==> config.mk <==
export PLATFORM = sky130hd
export DESIGN_NAME = sync_fifo_param_flat
export DESIGN_NICKNAME = d
export VERILOG_FILES = /design/src/rtl/sync_fifo_param_if.sv /design/src/rtl/sync_fifo_param.sv /design/src/flat_wrapper.sv
export SDC_FILE = /design/constraint.sdc
export NUM_CORES = 1
export LEC_CHECK = 0
export ABC_AREA = 0
export ABC_CLOCK_PERIOD_IN_PS = 3800
export CAP_MARGIN = 10
export CORE_MARGIN = 5
export CORE_UTILIZATION = 45
export DETAILED_ROUTE_END_ITERATION = 16
export PLACE_DENSITY = 0.67
export SETUP_SLACK_MARGIN = 0.5
export SYNTH_ARGS = -nofsm -noshare
export SYNTH_HDL_FRONTEND = slang
export SYNTH_SLANG_ARGS = --single-unit
==> constraint.sdc <==
create_clock -name clk -period 3.8 [get_ports clk]
set_input_delay 0.76 -clock clk [delete_from_list [all_inputs] [get_ports clk]]
set_output_delay 0.76 -clock clk [all_outputs]
set_load 0.02 [all_outputs]
==> src/rtl/sync_fifo_param_if.sv <==
// Producer/consumer-facing signal bundle for sync_fifo_param.
// master = the block(s) that write and read the FIFO; slave = the FIFO itself.
interface sync_fifo_param_if #(
  parameter int DWIDTH = 8,
  parameter int DEPTH  = 16
);
  localparam int CW = $clog2(DEPTH) + 1;

  logic              wr;
  logic [DWIDTH-1:0] din;
  logic              rd;
  logic [DWIDTH-1:0] dout;
  logic              full;
  logic              empty;
  logic              almost_full;
  logic              almost_empty;
  logic [CW-1:0]     count;
  logic              overflow;
  logic              underflow;

  modport master (
    output wr, din, rd,
    input  dout, full, empty, almost_full, almost_empty, count, overflow, underflow
  );

  modport slave (
    input  wr, din, rd,
    output dout, full, empty, almost_full, almost_empty, count, overflow, underflow
  );
endinterface

==> src/rtl/sync_fifo_param.sv <==
// Parametrised single-clock FIFO with registered flags, occupancy count and error pulses.
// Latency: 1-cycle registered read; FIFO_FWFT_EN selects first-word-fall-through dout.
// Backpressure: writes dropped while full (overflow pulse), reads dropped while empty (underflow pulse).
module sync_fifo_param #(
  parameter int DWIDTH   = 8,
  parameter int DEPTH    = 16,
  parameter int AF_LEVEL = DEPTH - 2,
  parameter int AE_LEVEL = 2
) (
  input  logic              clk,
  input  logic              reset,
  sync_fifo_param_if.slave  bus
);
  localparam int AW = $clog2(DEPTH);
  localparam int CW = AW + 1;
  localparam logic [CW-1:0] FULL_CNT = CW'(DEPTH);
  localparam logic [CW-1:0] AF_CNT   = CW'(AF_LEVEL);
  localparam logic [CW-1:0] AE_CNT   = CW'(AE_LEVEL);

  logic [DWIDTH-1:0] mem [DEPTH];
  logic [AW-1:0]     wptr;
  logic [AW-1:0]     rptr;
  logic [CW-1:0]     count_q;
  logic [CW-1:0]     count_nxt;
  logic              full_q;
  logic              empty_q;
  logic              af_q;
  logic              ae_q;
  logic              ovf_q;
  logic              udf_q;
  logic              wr_acc;
  logic              rd_acc;

  // Acceptance uses the registered flags, so a full FIFO never bypasses a write into a same-cycle read slot.
  assign wr_acc = bus.wr && !full_q;
  assign rd_acc = bus.rd && !empty_q;

  always_comb begin
    count_nxt = count_q;
    if (wr_acc && !rd_acc) begin
      count_nxt = count_q + 1'b1;
    end else if (rd_acc && !wr_acc) begin
      count_nxt = count_q - 1'b1;
    end
  end

  always_ff @(posedge clk) begin
    if (!reset && wr_acc) begin
      mem[wptr] <= bus.din;
    end
  end

  always_ff @(posedge clk) begin
    if (reset) begin
      wptr    <= '0;
      rptr    <= '0;
      count_q <= '0;
      full_q  <= 1'b0;
      empty_q <= 1'b1;
      af_q    <= 1'b0;
      ae_q    <= 1'b1;
      ovf_q   <= 1'b0;
      udf_q   <= 1'b0;
    end else begin
      if (wr_acc) begin
        wptr <= wptr + 1'b1;
      end
      if (rd_acc) begin
        rptr <= rptr + 1'b1;
      end
      count_q <= count_nxt;
      full_q  <= (count_nxt == FULL_CNT);
      empty_q <= (count_nxt == '0);
      af_q    <= (count_nxt >= AF_CNT);
      ae_q    <= (count_nxt <= AE_CNT);
      ovf_q   <= bus.wr && full_q;
      udf_q   <= bus.rd && empty_q;
    end
  end

`ifdef FIFO_FWFT_EN
  assign bus.dout = empty_q ? '0 : mem[rptr];
`else
  logic [DWIDTH-1:0] dout_q;

  always_ff @(posedge clk) begin
    if (reset) begin
      dout_q <= '0;
    end else if (rd_acc) begin
      dout_q <= mem[rptr];
    end
  end

  assign bus.dout = dout_q;
`endif

  assign bus.full         = full_q;
  assign bus.empty        = empty_q;
  assign bus.almost_full  = af_q;
  assign bus.almost_empty = ae_q;
  assign bus.count        = count_q;
  assign bus.overflow     = ovf_q;
  assign bus.underflow    = udf_q;
endmodule

==> src/flat_wrapper.sv <==
// flat-port wrapper written by rule: the top's interface ports become plain ports
module sync_fifo_param_flat 
#(
  parameter int DWIDTH   = 8,
  parameter int DEPTH    = 16,
  parameter int AF_LEVEL = DEPTH - 2,
  parameter int AE_LEVEL = 2
)
  (clk, reset, bus_wr, bus_din, bus_rd, bus_dout, bus_full, bus_empty, bus_almost_full, bus_almost_empty, bus_count, bus_overflow, bus_underflow);
  sync_fifo_param_if #(.DWIDTH(DWIDTH), .DEPTH(DEPTH)) bus_i ();
  input  logic clk;
  input  logic reset;
  input wire logic [$bits(bus_i.wr)-1:0] bus_wr;
  input wire logic [$bits(bus_i.din)-1:0] bus_din;
  input wire logic [$bits(bus_i.rd)-1:0] bus_rd;
  output wire logic [$bits(bus_i.dout)-1:0] bus_dout;
  output wire logic [$bits(bus_i.full)-1:0] bus_full;
  output wire logic [$bits(bus_i.empty)-1:0] bus_empty;
  output wire logic [$bits(bus_i.almost_full)-1:0] bus_almost_full;
  output wire logic [$bits(bus_i.almost_empty)-1:0] bus_almost_empty;
  output wire logic [$bits(bus_i.count)-1:0] bus_count;
  output wire logic [$bits(bus_i.overflow)-1:0] bus_overflow;
  output wire logic [$bits(bus_i.underflow)-1:0] bus_underflow;
  assign bus_i.wr = bus_wr;
  assign bus_i.din = bus_din;
  assign bus_i.rd = bus_rd;
  assign bus_dout = bus_i.dout;
  assign bus_full = bus_i.full;
  assign bus_empty = bus_i.empty;
  assign bus_almost_full = bus_i.almost_full;
  assign bus_almost_empty = bus_i.almost_empty;
  assign bus_count = bus_i.count;
  assign bus_overflow = bus_i.overflow;
  assign bus_underflow = bus_i.underflow;
  sync_fifo_param #(.DWIDTH(DWIDTH), .DEPTH(DEPTH), .AF_LEVEL(AF_LEVEL), .AE_LEVEL(AE_LEVEL)) u_core (.clk(clk), .reset(reset), .bus(bus_i));
endmodule
==> key figures <==
Drt
  • Routed len/inst: 21.3 µm
  • Drc violations: 0
  • Drt total wl: 12300 µm
  • Routed vias/inst: 5.56
  • Drt pass-1 iters: 5
  • Via count: 3200
  • ANT nets after route: 0
  • Detailed Route Iter0 Violations: between 200 and 300

Min path
  • Hold depth: 2
  • Hold Crit Class: reg2reg

Setup path
  • CP peak stage delay: 0.65 ns
  • Critical path startpoint category: input pin
  • Worst path slowest cell: nor2_1
  • CP Capture Type: flop
  • CP Data Arrival Time: 2.64 ns
  • Reg2reg path depth: 6
  • Worst Path Required: 3.85 ns
  • CP cell instances: clkdlybuf4s50_1, nor2b_1, nand2_1, nor2_1
  • Crit Path Class: in2reg
  • Worst-path maximum fanout: 8

CTS
  • Worst skew pair latency: 0.42 ns
  • H-tree depth: 4
  • Num CTS Buffers: 17
  • Setup Buffers After CTS: 0
  • CTS tree: built
  • Resized Gates After CTS: 0
  • Worst-path clk slew: 0.06 ns
  • Clk sinks: 155
  • Clk buf depth: 2
  • Hold-fix buffers, CTS: 0
  • CTS Root Cell: clkbuf_16

Synthesis
  • Ranking of synthesized cells by area: edfxtp_1 (62%), dfxtp_1 (8.8%), mux4_1 (8.5%), mux4_2 (4.4%), nor2_1 (2.6%)
  • Syn. warnings: 0
  • Largest family of logic cells by synthesized area: multiplexers
  • Avg Inst Size Synth: ~18 µm²
  • Post-synthesis sequential area ratio: 71.1%
  • Synth Register Bits: approximately 160
  • Leading area contributor after synthesis: edfxtp_1
  • Cells after Synth: ~350
  • Fraction of registers with async set/reset: 0%
  • Yosys top cell area share: 62.3%
  • XOR/XNOR share of the synthesized area: 1.28%
  • Multiplexer area fraction after synthesis: between 10% and 20%
  • Netlist cell types: 39
  • Syn nets: 371
  • Synth Cell Area: around 6000 µm²
  • Synth Area in Simple Gates: 5.68%
  • Synth Area in Compound Gates: 4.91%
  • EDFF count, synth: roughly 130
  • Ys flop type: edfxtp_1
  • Post-synthesis adder-cell area fraction: 1.42%

Global routing
  • Initial antenna violation count: 0
  • Largest net degree at the start of global routing: 36
  • GRT Overall Usage: between 10% and 20%
  • First-pass GRT wire length: 19000 µm
  • Vias in the first global route: about 3200
  • Total gr overflow: 0

STA
  • Rel. slew slack: approximately a third
  • Clock Skew: 0.0101 ns
  • RSZ-0062 raised after global routing: false
  • Setup tns final: 0 ns
  • Max Clk Rate: 386 MHz
  • Final Setup Violations: 0
  • Final critical delay including setup and external delays: 2.59 ns
  • WHS: 0.493 ns
  • Count of final max-slew check failures: 0
  • Final Hold Viols: 0
  • Worst Tran Pin Value: 0.995 ns
  • Final period util: 68.2%

Job
  • Max-cap violations: 0

Floorplanning
  • Starting density of the core: between 40% and 50%
  • Die Y: 127 µm
  • Die Wd: roughly 130 µm
  • Io pins: 31
  • Core box area: 13300 µm²
  • Std-Cell Rows: 42
  • Die area: approximately 16000 µm²

Pwr
  • Net Switching: 0.000961 W
  • Switching Share: 23.3%
  • Power density cells: 577 nW/µm²
  • Comb pwr share: 12.4%
  • Power Internal: ~0.0032 W
  • LEAKAGE: 2.35 nW
  • Maximum vdd drop: 0.336 mV
  • Share of power burned in registers: 48.1%
  • Clk pwr share: between 30% and 40%

Cells and area
  • Inserted Diodes: 0
  • Area growth syn-to-layout: 15.9%
  • Design area: 7150 µm²
  • Final net count: 406
  • Fillers: about 1100
  • Fraction of layout instances using a drive strength above 1: 11.0%

Run status
  • Status: completed

Place
  • Post-DP Area: around 6600 µm²
  • Port bufs: 30
  • HPWL after detailed placement: 7840 µm
  • RePlAce Congestion: 0.812
==> final timing paths <==
kind / to / slack [ns] / from
max: u_core.mem[3][2] / 1.21 / bus_wr
min reg2reg: u_core.bus.overflow / 0.49 / u_core.bus.full
min: u_core.bus.overflow / 0.49 / u_core.bus.full
max reg2reg: u_core.bus.dout[5] / 1.33 / u_core.rptr[0]
==> critical path, delay by kind of cell <==
family / cells / cell delay (ns)
and+or+nand+nor: 3 / 1.38
buffers and inverters: 1 / 0.50
==> state kept, by name, indices dropped and copies added (netlist names) <==
signal                   flops
u_core.bus.empty             1
u_core.mem                 128
u_core.bus.dout              8
u_core.bus.overflow          1
u_core.bus.count             5
u_core.bus.almost_empty      1
u_core.bus.almost_full       1
u_core.wptr                  4
u_core.bus.full              1
u_core.bus.underflow         1
u_core.rptr                  4
==> layout by cell type (no fill, tap or decap), types with 2 or more instances in the layout <==
| master | instances |
|---|---|
| xor2_1 | 5 |
| clkinv_2 | 4 |
| clkbuf_16 | 17 |
| nor2_1 | 42 |
| nand2b_1 | 2 |
| nor2b_1 | 5 |
| o21ai_0 | 2 |
| xnor2_1 | 4 |
| edfxtp_1 | 128 |
| clkdlybuf4s50_1 | 30 |
| dfxtp_2 | 2 |
| mux4_1 | 20 |
| nand2_1 | 14 |
| a22oi_1 | 17 |
| a41o_1 | 2 |
| clkinv_1 | 5 |
| bufinv_16 | 3 |
| clkbuf_1 | 3 |
| inv_1 | 6 |
| nand3_1 | 3 |
| or3_1 | 2 |
| ha_1 | 7 |
| buf_4 | 4 |
| nand4_1 | 2 |
| dfxtp_1 | 25 |
| a21oi_1 | 19 |
| mux4_2 | 12 |
| nor3_1 | 2 |
==> logic make-up after synthesis <==
group                      after synthesis
buffers and inverters                   24
DFF                                    155
AOI/OAI and AO/OA                       46
xor gates and xnor gates                 9
adders and majority gates                7
muxes                                   33
and+or+nand+nor                         78
==> metrics by stage <==
stage                     setup WS, ns  cells  power (W)  utilization, %
after floorplan                   1.65    352    0.00235               -
after global placement           0.875    544    0.00252            49.3
after detailed placement         0.792    544    0.00253            49.3
after CTS                         1.23    576    0.00416            53.6
after global routing              1.08    576    0.00428            53.6
final                             1.21    576    0.00413            53.6
==> routing by layer <==
| layer | part of all wire (%) | wire, µm | vias up | GRT usage (%) |
|---|---|---|---|---|
| met3 | 6.1 | 751 | 22 | 3.71 |
| met4 | 2.1 | 252 | 0 | 7.51 |
| met1 | 42 | 5190 | 1608 | 21.8 |
| li1 | - | - | 1461 | - |
| met5 | 0 | 0 | - | 0 |
| met2 | 49 | 6060 | 109 | 25.7 |
==> Yosys cell counts, types with 6 or more instances <==
cell / count
a21oi_1: 19
a22oi_1: 17
dfxtp_1: 27
edfxtp_1: 128
ha_1: 7
inv_1: 6
mux4_1: 20
mux4_2: 12
nand2_1: 14
nor2_1: 42
==> power groups by stage <==
stage          logic [W]  registers, W  clock network, W
2_1_floorplan   0.000344       0.00201                 0
6_report        0.000512       0.00199           0.00163
5_1_grt         0.000557       0.00200           0.00173
3_5_place_dp    0.000511       0.00202                 0
3_3_place_gp    0.000505       0.00202                 0
4_1_cts         0.000514       0.00199           0.00166
==> cell type report <==
type | count | area (µm²) | area share, %
Inverter | 6 | 22.5 | 0.315
Tap cell | 176 | 220 | 3.08
Clock buffer | 20 | 437 | 6.11
Clock inverter | 12 | 129 | 1.80
Timing Repair Buffer | 34 | 330 | 4.62
Sequential cell | 155 | 4390 | 61.3
Multi-Input combinational cell | 173 | 1630 | 22.7
Note: power is estimated with default switching activity, not from simulation.
